==> src/rtl/time_entry_controller.sv <==
// Keypad time-entry sequencer: walks HOUR -> MIN -> SEC on '#', stages two BCD digits
// per field, range-checks each field and strobes time_load once a full valid time is entered.
module time_entry_controller #(
    parameter int unsigned TIMEOUT_CYCLES = 10_000_000,
    parameter int unsigned TO_W           = 24
) (
    input  logic       clk,
    input  logic       rst,
    input  logic       set_start,
    input  logic [9:0] keypad,
    input  logic       sharp,
    input  logic       star,
    output logic [3:0] hour_ten_out,
    output logic [3:0] hour_one_out,
    output logic [3:0] min_ten_out,
    output logic [3:0] min_one_out,
    output logic [3:0] sec_ten_out,
    output logic [3:0] sec_one_out,
    output logic [1:0] field,
    output logic       busy,
    output logic       time_load,
    output logic       err_pulse,
    output logic       abort_pulse
);

    typedef enum logic [2:0] {S_IDLE, S_HOUR, S_MIN, S_SEC, S_LOAD} state_t;

    state_t            state, state_n;
    logic [9:0]        key_d;
    logic              sharp_d, star_d, start_d;
    logic [2:0][3:0]   ten_q, one_q, ten_n, one_n;
    logic [TO_W-1:0]   cnt, cnt_n;
    logic              load_n, err_n, abort_n;
    logic [1:0]        field_n;

    logic              key_ev, sharp_ev, star_ev, start_ev;
    logic [3:0]        digit;
    logic [1:0]        fidx;
    logic [6:0]        value;
    logic [6:0]        limit;

    assign key_ev   = (|keypad) && !(|key_d);
    assign sharp_ev = sharp && !sharp_d;
    assign star_ev  = star && !star_d;
    assign start_ev = set_start && !start_d;

    always_comb begin
        digit = '0;
        for (int unsigned i = 0; i < 10; i++) begin
            if (keypad[i]) digit = 4'(i);
        end
    end

    always_comb begin
        fidx  = 2'd0;
        limit = 7'd23;
        case (state)
            S_MIN:   begin fidx = 2'd1; limit = 7'd59; end
            S_SEC:   begin fidx = 2'd2; limit = 7'd59; end
            default: begin fidx = 2'd0; limit = 7'd23; end
        endcase
    end

    assign value = 7'(ten_q[fidx]) * 7'd10 + 7'(one_q[fidx]);

    always_comb begin
        state_n = state;
        ten_n   = ten_q;
        one_n   = one_q;
        cnt_n   = cnt;
        load_n  = 1'b0;
        err_n   = 1'b0;
        abort_n = 1'b0;
        case (state)
            S_IDLE: begin
                cnt_n = '0;
                if (start_ev) begin
                    ten_n   = '0;
                    one_n   = '0;
                    state_n = S_HOUR;
                end
            end
            S_HOUR, S_MIN, S_SEC: begin
                // star beats sharp beats digit; losers in the same cycle are dropped
                if (star_ev) begin
                    abort_n = 1'b1;
                    cnt_n   = '0;
                    state_n = S_IDLE;
                end else if (sharp_ev) begin
                    cnt_n = '0;
                    if (value <= limit) begin
                        case (state)
                            S_HOUR:  state_n = S_MIN;
                            S_MIN:   state_n = S_SEC;
                            default: begin state_n = S_LOAD; load_n = 1'b1; end
                        endcase
                    end else begin
                        ten_n[fidx] = '0;
                        one_n[fidx] = '0;
                        err_n       = 1'b1;
                    end
                end else if (key_ev) begin
                    cnt_n = '0;
                    if ($onehot(keypad)) begin
                        ten_n[fidx] = one_q[fidx];
                        one_n[fidx] = digit;
                    end
                end else if (cnt == TO_W'(TIMEOUT_CYCLES - 1)) begin
                    abort_n = 1'b1;
                    cnt_n   = '0;
                    state_n = S_IDLE;
                end else begin
                    cnt_n = cnt + 1'b1;
                end
            end
            default: begin
                cnt_n   = '0;
                state_n = S_IDLE;
            end
        endcase
    end

    always_comb begin
        case (state_n)
            S_HOUR:  field_n = 2'd0;
            S_MIN:   field_n = 2'd1;
            S_SEC:   field_n = 2'd2;
            default: field_n = 2'd3;
        endcase
    end

    always_ff @(posedge clk or posedge rst) begin
        if (rst) begin
            state       <= S_IDLE;
            key_d       <= '0;
            sharp_d     <= 1'b0;
            star_d      <= 1'b0;
            start_d     <= 1'b0;
            ten_q       <= '0;
            one_q       <= '0;
            cnt         <= '0;
            field       <= 2'd3;
            busy        <= 1'b0;
            time_load   <= 1'b0;
            err_pulse   <= 1'b0;
            abort_pulse <= 1'b0;
        end else begin
            state       <= state_n;
            key_d       <= keypad;
            sharp_d     <= sharp;
            star_d      <= star;
            start_d     <= set_start;
            ten_q       <= ten_n;
            one_q       <= one_n;
            cnt         <= cnt_n;
            field       <= field_n;
            busy        <= (state_n != S_IDLE);
            time_load   <= load_n;
            err_pulse   <= err_n;
            abort_pulse <= abort_n;
        end
    end

    assign hour_ten_out = ten_q[0];
    assign hour_one_out = one_q[0];
    assign min_ten_out  = ten_q[1];
    assign min_one_out  = one_q[1];
    assign sec_ten_out  = ten_q[2];
    assign sec_one_out  = one_q[2];

endmodule
==> config.mk <==
export PLATFORM = sky130hd
export DESIGN_NAME = time_entry_controller
export DESIGN_NICKNAME = d
export VERILOG_FILES = /design/src/rtl/time_entry_controller.sv
export SDC_FILE = /design/constraint.sdc
export NUM_CORES = 1
export LEC_CHECK = 0
export BUFFER_PORTS_ARGS = -buffer_cell sky130_fd_sc_hd__buf_2
export CORE_MARGIN = 2
export CORE_UTILIZATION = 45
export DETAILED_ROUTE_END_ITERATION = 10
export SLEW_MARGIN = 10
export SYNTH_ARGS = -nofsm -noshare
export SYNTH_HDL_FRONTEND = slang
export SYNTH_SLANG_ARGS = --single-unit
==> constraint.sdc <==
create_clock -name clk -period 10.2 [get_ports clk]
set_clock_uncertainty 0.15 [all_clocks]
set_input_delay 1.02 -clock clk [delete_from_list [all_inputs] [get_ports clk]]
set_output_delay 1.02 -clock clk [all_outputs]
set_load 0.02 [all_outputs]
* Word level (Yosys, flattened, before mapping)
Index checks and enable logic that the tools add are counted.
Word-level totals: bits in registers 70, input bits 15, output and inout port bits 30, logic and storage cells 126
Operators by class: add/sub/neg operators 11, multiply operators 1, order comparisons 3, equal/unequal tests 13, mux-type cells 60, bitwise gates (word level) 3, reductions and logical operators 18
Operators by type and width (count):
- $mux 12 | 11
- $mux 24 | 5
- $pmux 12 s2 | 2
- $mux 4 | 11
- $add 24x1->24 const B | 1
- $and 12x12->12 | 2
- $bwmux 12 | 2
- $eq 24x24->1 const B | 1
- $reduce_or 10->1 | 2
- $mux 3 | 6
- $bmux 4 s2 | 2
- $mux 1 | 15
- $eq 3x2->1 const B | 4
- $not 12->12 | 1
- $pmux 3 s2 | 2
- $add 1x1->2 | 5
- $ne 3x3->1 const B | 3
- $demux 4 s2 | 1
- $add 7x4->7 | 1
- $le 7x7->1 | 1
- $add 2x2->3 | 2
- $eq 3x1->1 const B | 2
- $mul 4x3->6 const B | 1
- $mux 6 | 1
- other kinds (16) | 25

* Longest topological paths before layout
depth in word-level cells 15, gate-level depth with buffers 20, gate-level depth less buffers 18

* Least setup slack after synthesis
Ideal clock, no wire load.
path type input port to flip-flop, from in keypad[0], to reg one_q (netlist bit hour_one_out[0]), library setup time 0.067 ns, arrival 4.238 ns, data required time 9.983 ns, path slack 5.745 ns, cell stages on the path 11, path buffers 0, path through fa_1 -> fa_1 -> inv_1 -> fa_1 -> inv_1 -> ha_1 -> fa_1 -> nor3b_1 -> nand4_1 -> nor3_1 -> a22o_1
On the way: longest elaborated chain between the ends 7, elaborated cells on any way between the ends 10, those cells by class 4 x add/sub; 3 x eq/ne; 3 x reduce/logical
Ends and longest elaborated chain:
- start, declared | RTL line 10 | input logic [9:0] keypad,
- $add 1x1->2 (implied by the code) | RTL line 104 | if ($onehot(keypad)) begin
- $add 2x2->3 (implied by the code) | RTL line 104
- $add 3x3->4 (implied by the code) | RTL line 104
- $add 4x2->4 (implied by the code) | RTL line 104
- $eq 4x1->1 | RTL line 104
- $ne 3x3->1 (no line)
- $reduce_and 6->1 (no line) (*)
- end signal, assigned | RTL line 154 | one_q <= one_n;
- end, declared | RTL line 31 | logic [2:0][3:0] ten_q, one_q, ten_n, one_n;
Every way passes the cells marked *; elsewhere a longest branch is shown, timed or not. A chain may end at the register's enable or synchronous reset.

* Final worst setup path
from reg state[1], to reg one_q (netlist bit sec_one_out[2])
On the way: longest elaborated chain between the ends 12, elaborated cells on any way between the ends 36, those cells by class 1 x add/sub; 1 x mul; 3 x order compare; 8 x eq/ne; 15 x mux; 2 x bitwise; 6 x reduce/logical
Ends and longest elaborated chain:
- start, declared | RTL line 28 | state_t state, state_n;
- start signal, assigned | RTL line 148 | state <= state_n;
- parallel branches: the longest is 12 deep, another holds $add 7x4->7
Parallel ways; which one is timed is not known. The select of a mux whose other input is x is not followed.

==> flow_summary.ini <==
[pwr]
p_per_area_nw_per_um2 = 134
p_sw_frac = 0.287
leakagePower_nw = 2.00
p_comb_frac = 0.131
worst_ir_drop_vdd_mv = 0.0678
power.net_switching_uw = 160
clockPowerShare = 0.336
p_int_uw = 399
p_seq_frac = 0.533

[global_route]
grt_remaining_overflow = 0
grt_max_degree = 71
grt_pass1_vias = 2671
grt_pass1_wl_mm = 13.2
grt_antenna_before_repair = 0
grt_usage = 0.193

[finish]
final_nets = 446
area_growth_pct = 12.8
antenna_cells = 0
drive_above_1_share = 0.167

[routing]
wl_mm = 7.85
dr_total_vias = 2750
drt_iter0_drc = 113
vias_per_cell = 5.30
drcViolationCount = 0
dr.pass1.iters = 4
detail-route-antenna-nets = 0
avgRoutedWirePerCell_um = 15.1

[die]
ios = 45
initial_core_util = 0.458
die-area_um2 = 8970
dieHeight_um = 94.7
die_width_um = 94.7
core_area_um2 = 8090
row_count = 33

[timing]
setup_violations = 0
finalHoldViolations = 0
period_needed_ns = 4.78
slew_violations = 0
rsz0062_at_grt = no
fin_crit_sh = 0.469
fmax_mhz = 209
slew_headroom = 0.413
tightest_slew_ns = 0.878
finalSetupTns_ns = 0
setup_ws_ns = 5.42

[logic_synthesis]
synth-edff-count = 0
async_reset_ff_frac = 1.00
syn_nets = 398
synth_area_um2 = 3700
ys.warnings.count = 0
synth-seq-cells = 70
ys_types = 49
synth_ff_type = dfrtp_1
syn_inst = 362
seq_area_frac_synth = 0.473
synth.avg_cell_area_um2 = 10.2

[hold_path]
hp-class = flop to flop

[worst_setup_path]
arrival_ns = 4.90
crit_fanout = 16
end_kind = flop
startpoint_type = flop
crit_required_ns = 10.32
worstSetupPathType = flop to flop

[placement]
port_buffers = 44
pre_cts_ws_ns = 5.24
gp_congestion = 0.880
dp_hpwl_mm = 5.59

[clock_tree]
insertion_delay_ns = 0.35
cts_resized = 0
clock-sinks = 70
cts_setup_buffers = 0
cts_max_level = 3
numCtsBuffers = 9
clk_pin_slew_ns = 0.07
cts_hold_buf = 0
cts_tree = done
cts-root-buf = clkbuf_8
cts_buffer_depth = 2

[flow_run]
cap_violations = 0

[status]
status = finished clean
-- critical path, cell delays in order, from the launching register on --
cell and delay (ns):
dfrtp_1 0.64, nor2b_4 0.43, inv_1 0.23, o21ai_0 0.44
ha_1 0.32, ha_1 0.20, inv_1 0.06, fa_1 0.44
xor2_1 0.19, ha_1 0.32, nor3b_1 0.15, mux2i_1 0.13
a32o_1 0.25, a21oi_4 0.11, o21ai_1 0.47, o2bb2ai_1 0.17
-- sequential cells by signal, summed over array words and instances, names as in the netlist, 2 cells and up --
signal	flops
hour_one_out	4
state	3
min_one_out	4
field	2
min_ten_out	4
cnt	24
sec_one_out	4
sec_ten_out	4
key_d	10
hour_ten_out	4
-- final timing paths --
kind                                          from                    endpoint  slack (ns)  cells after the start
worst max-delay path            state[1]$_DFF_PP0_  sec_one_out[2]$_DFFE_PP0P_        5.42                     15
worst min-delay path              cnt[0]$_DFF_PP0_            cnt[0]$_DFF_PP0_        0.36                      1
worst max register to register  state[1]$_DFF_PP0_  sec_one_out[2]$_DFFE_PP0P_        5.42                     15
worst min register to register    cnt[0]$_DFF_PP0_            cnt[0]$_DFF_PP0_        0.36                      1
max in group asynchronous                      rst           cnt[12]$_DFF_PP0_        8.57                      3
min in group asynchronous                      rst  sec_one_out[1]$_DFFE_PP0P_        0.78                      3
-- logic make-up (layout without fill, tap and decap cells) --
logic type	count (synthesis)	count (layout)	synth area share
adder cells (fa/ha/maj)	21	21	0.0871
AND/OR/NAND/NOR	128	128	0.167
XOR/XNOR	28	28	0.0682
flip-flops	70	70	0.473
AO/OA/AOI/OAI	62	62	0.128
buffers and inverters	42	94	0.0453
multiplexers	11	11	0.0314
-- layout make-up --
cell class / instances / area (um2)
multi-input combinational: 250 / 1780
inverter: 34 / 128
timing repair buffer: 45 / 228
sequential: 70 / 1750
tap: 105 / 131
clock buffer: 10 / 128
fill: 795 / 3910
clock inverter: 5 / 27.5
-- cells in the mapped netlist, types with 4 or more instances --
cell type | instances | area share
fa_1 | 8 | 0.043
nor4_1 | 6 | 0.010
clkbuf_1 | 4 | 0.0041
nor3b_1 | 4 | 0.0081
nor2_1 | 50 | 0.051
a21o_1 | 4 | 0.0081
nor3_1 | 7 | 0.0095
xnor2_1 | 10 | 0.024
a22o_1 | 14 | 0.033
nand3_1 | 15 | 0.020
ha_1 | 13 | 0.044
dfrtp_1 | 68 | 0.46
a21oi_1 | 10 | 0.014
mux2i_1 | 9 | 0.024
inv_1 | 34 | 0.034
xor2_1 | 17 | 0.040
o2bb2ai_1 | 9 | 0.021
o21ai_0 | 8 | 0.011
nand2_1 | 23 | 0.023
and3_1 | 9 | 0.015
-- cell usage in the layout, fill, tap and decap left out, types with 2 or more instances in the layout --
| master | synthesis | routed |
|---|---|---|
| o21ai_2 | 2 | 2 |
| nor2_1 | 50 | 50 |
| a32o_1 | 2 | 2 |
| buf_2 | 2 | 44 |
| clkinv_2 | 0 | 4 |
| dfrtp_1 | 68 | 68 |
| nor3_1 | 7 | 7 |
| and3_1 | 9 | 9 |
| a21oi_1 | 10 | 10 |
| ha_1 | 13 | 13 |
| nand4_1 | 3 | 3 |
| dfstp_2 | 2 | 2 |
| a22o_1 | 14 | 14 |
| mux2i_1 | 9 | 9 |
| o21bai_1 | 2 | 2 |
| nor2b_1 | 3 | 3 |
| nor4_1 | 6 | 6 |
| nand2_1 | 23 | 23 |
| fa_1 | 8 | 8 |
| xor2_1 | 17 | 17 |
| or3_1 | 2 | 2 |
| clkbuf_8 | 0 | 9 |
| and4_1 | 2 | 2 |
| xnor2_1 | 10 | 10 |
| a21o_1 | 4 | 4 |
| nor3b_1 | 4 | 4 |
| inv_1 | 34 | 33 |
| nand3_1 | 15 | 15 |
| o2bb2ai_1 | 9 | 9 |
| o21ai_0 | 8 | 8 |
-- metal layers --
metal | GRT usage | vias to the layer above | part of all wire
li1 | - | 1344 | -
met1 | 0.265 | 1346 | 0.48
met2 | 0.301 | 48 | 0.46
met3 | 0.0303 | 12 | 0.038
met4 | 0.0882 | 0 | 0.019
met5 | 0 | - | 0
-- metrics by stage --
step	instance area [um2]	instances	total power, mW	hold WS (ns)	utilization
after detailed placement	4020	504	0.377	0.348	0.497
after global placement	4020	504	0.376	0.349	0.497
after floorplan	3700	362	0.352	0.326	-
after global routing	4180	519	0.588	0.392	0.516
final	4180	519	0.560	0.361	0.516
after CTS	4180	519	0.567	0.367	0.516
-- power groups by stage --
stage / clock (mW) / combinational, mW / sequential (mW)
2_1_floorplan: 0 / 0.0468 / 0.306
3_3_place_gp: 0 / 0.0726 / 0.303
3_5_place_dp: 0 / 0.0734 / 0.303
4_1_cts: 0.194 / 0.0742 / 0.298
5_1_grt: 0.205 / 0.0842 / 0.299
6_report: 0.188 / 0.0731 / 0.298
No activity file was read; power rests on OpenSTA's default activity.
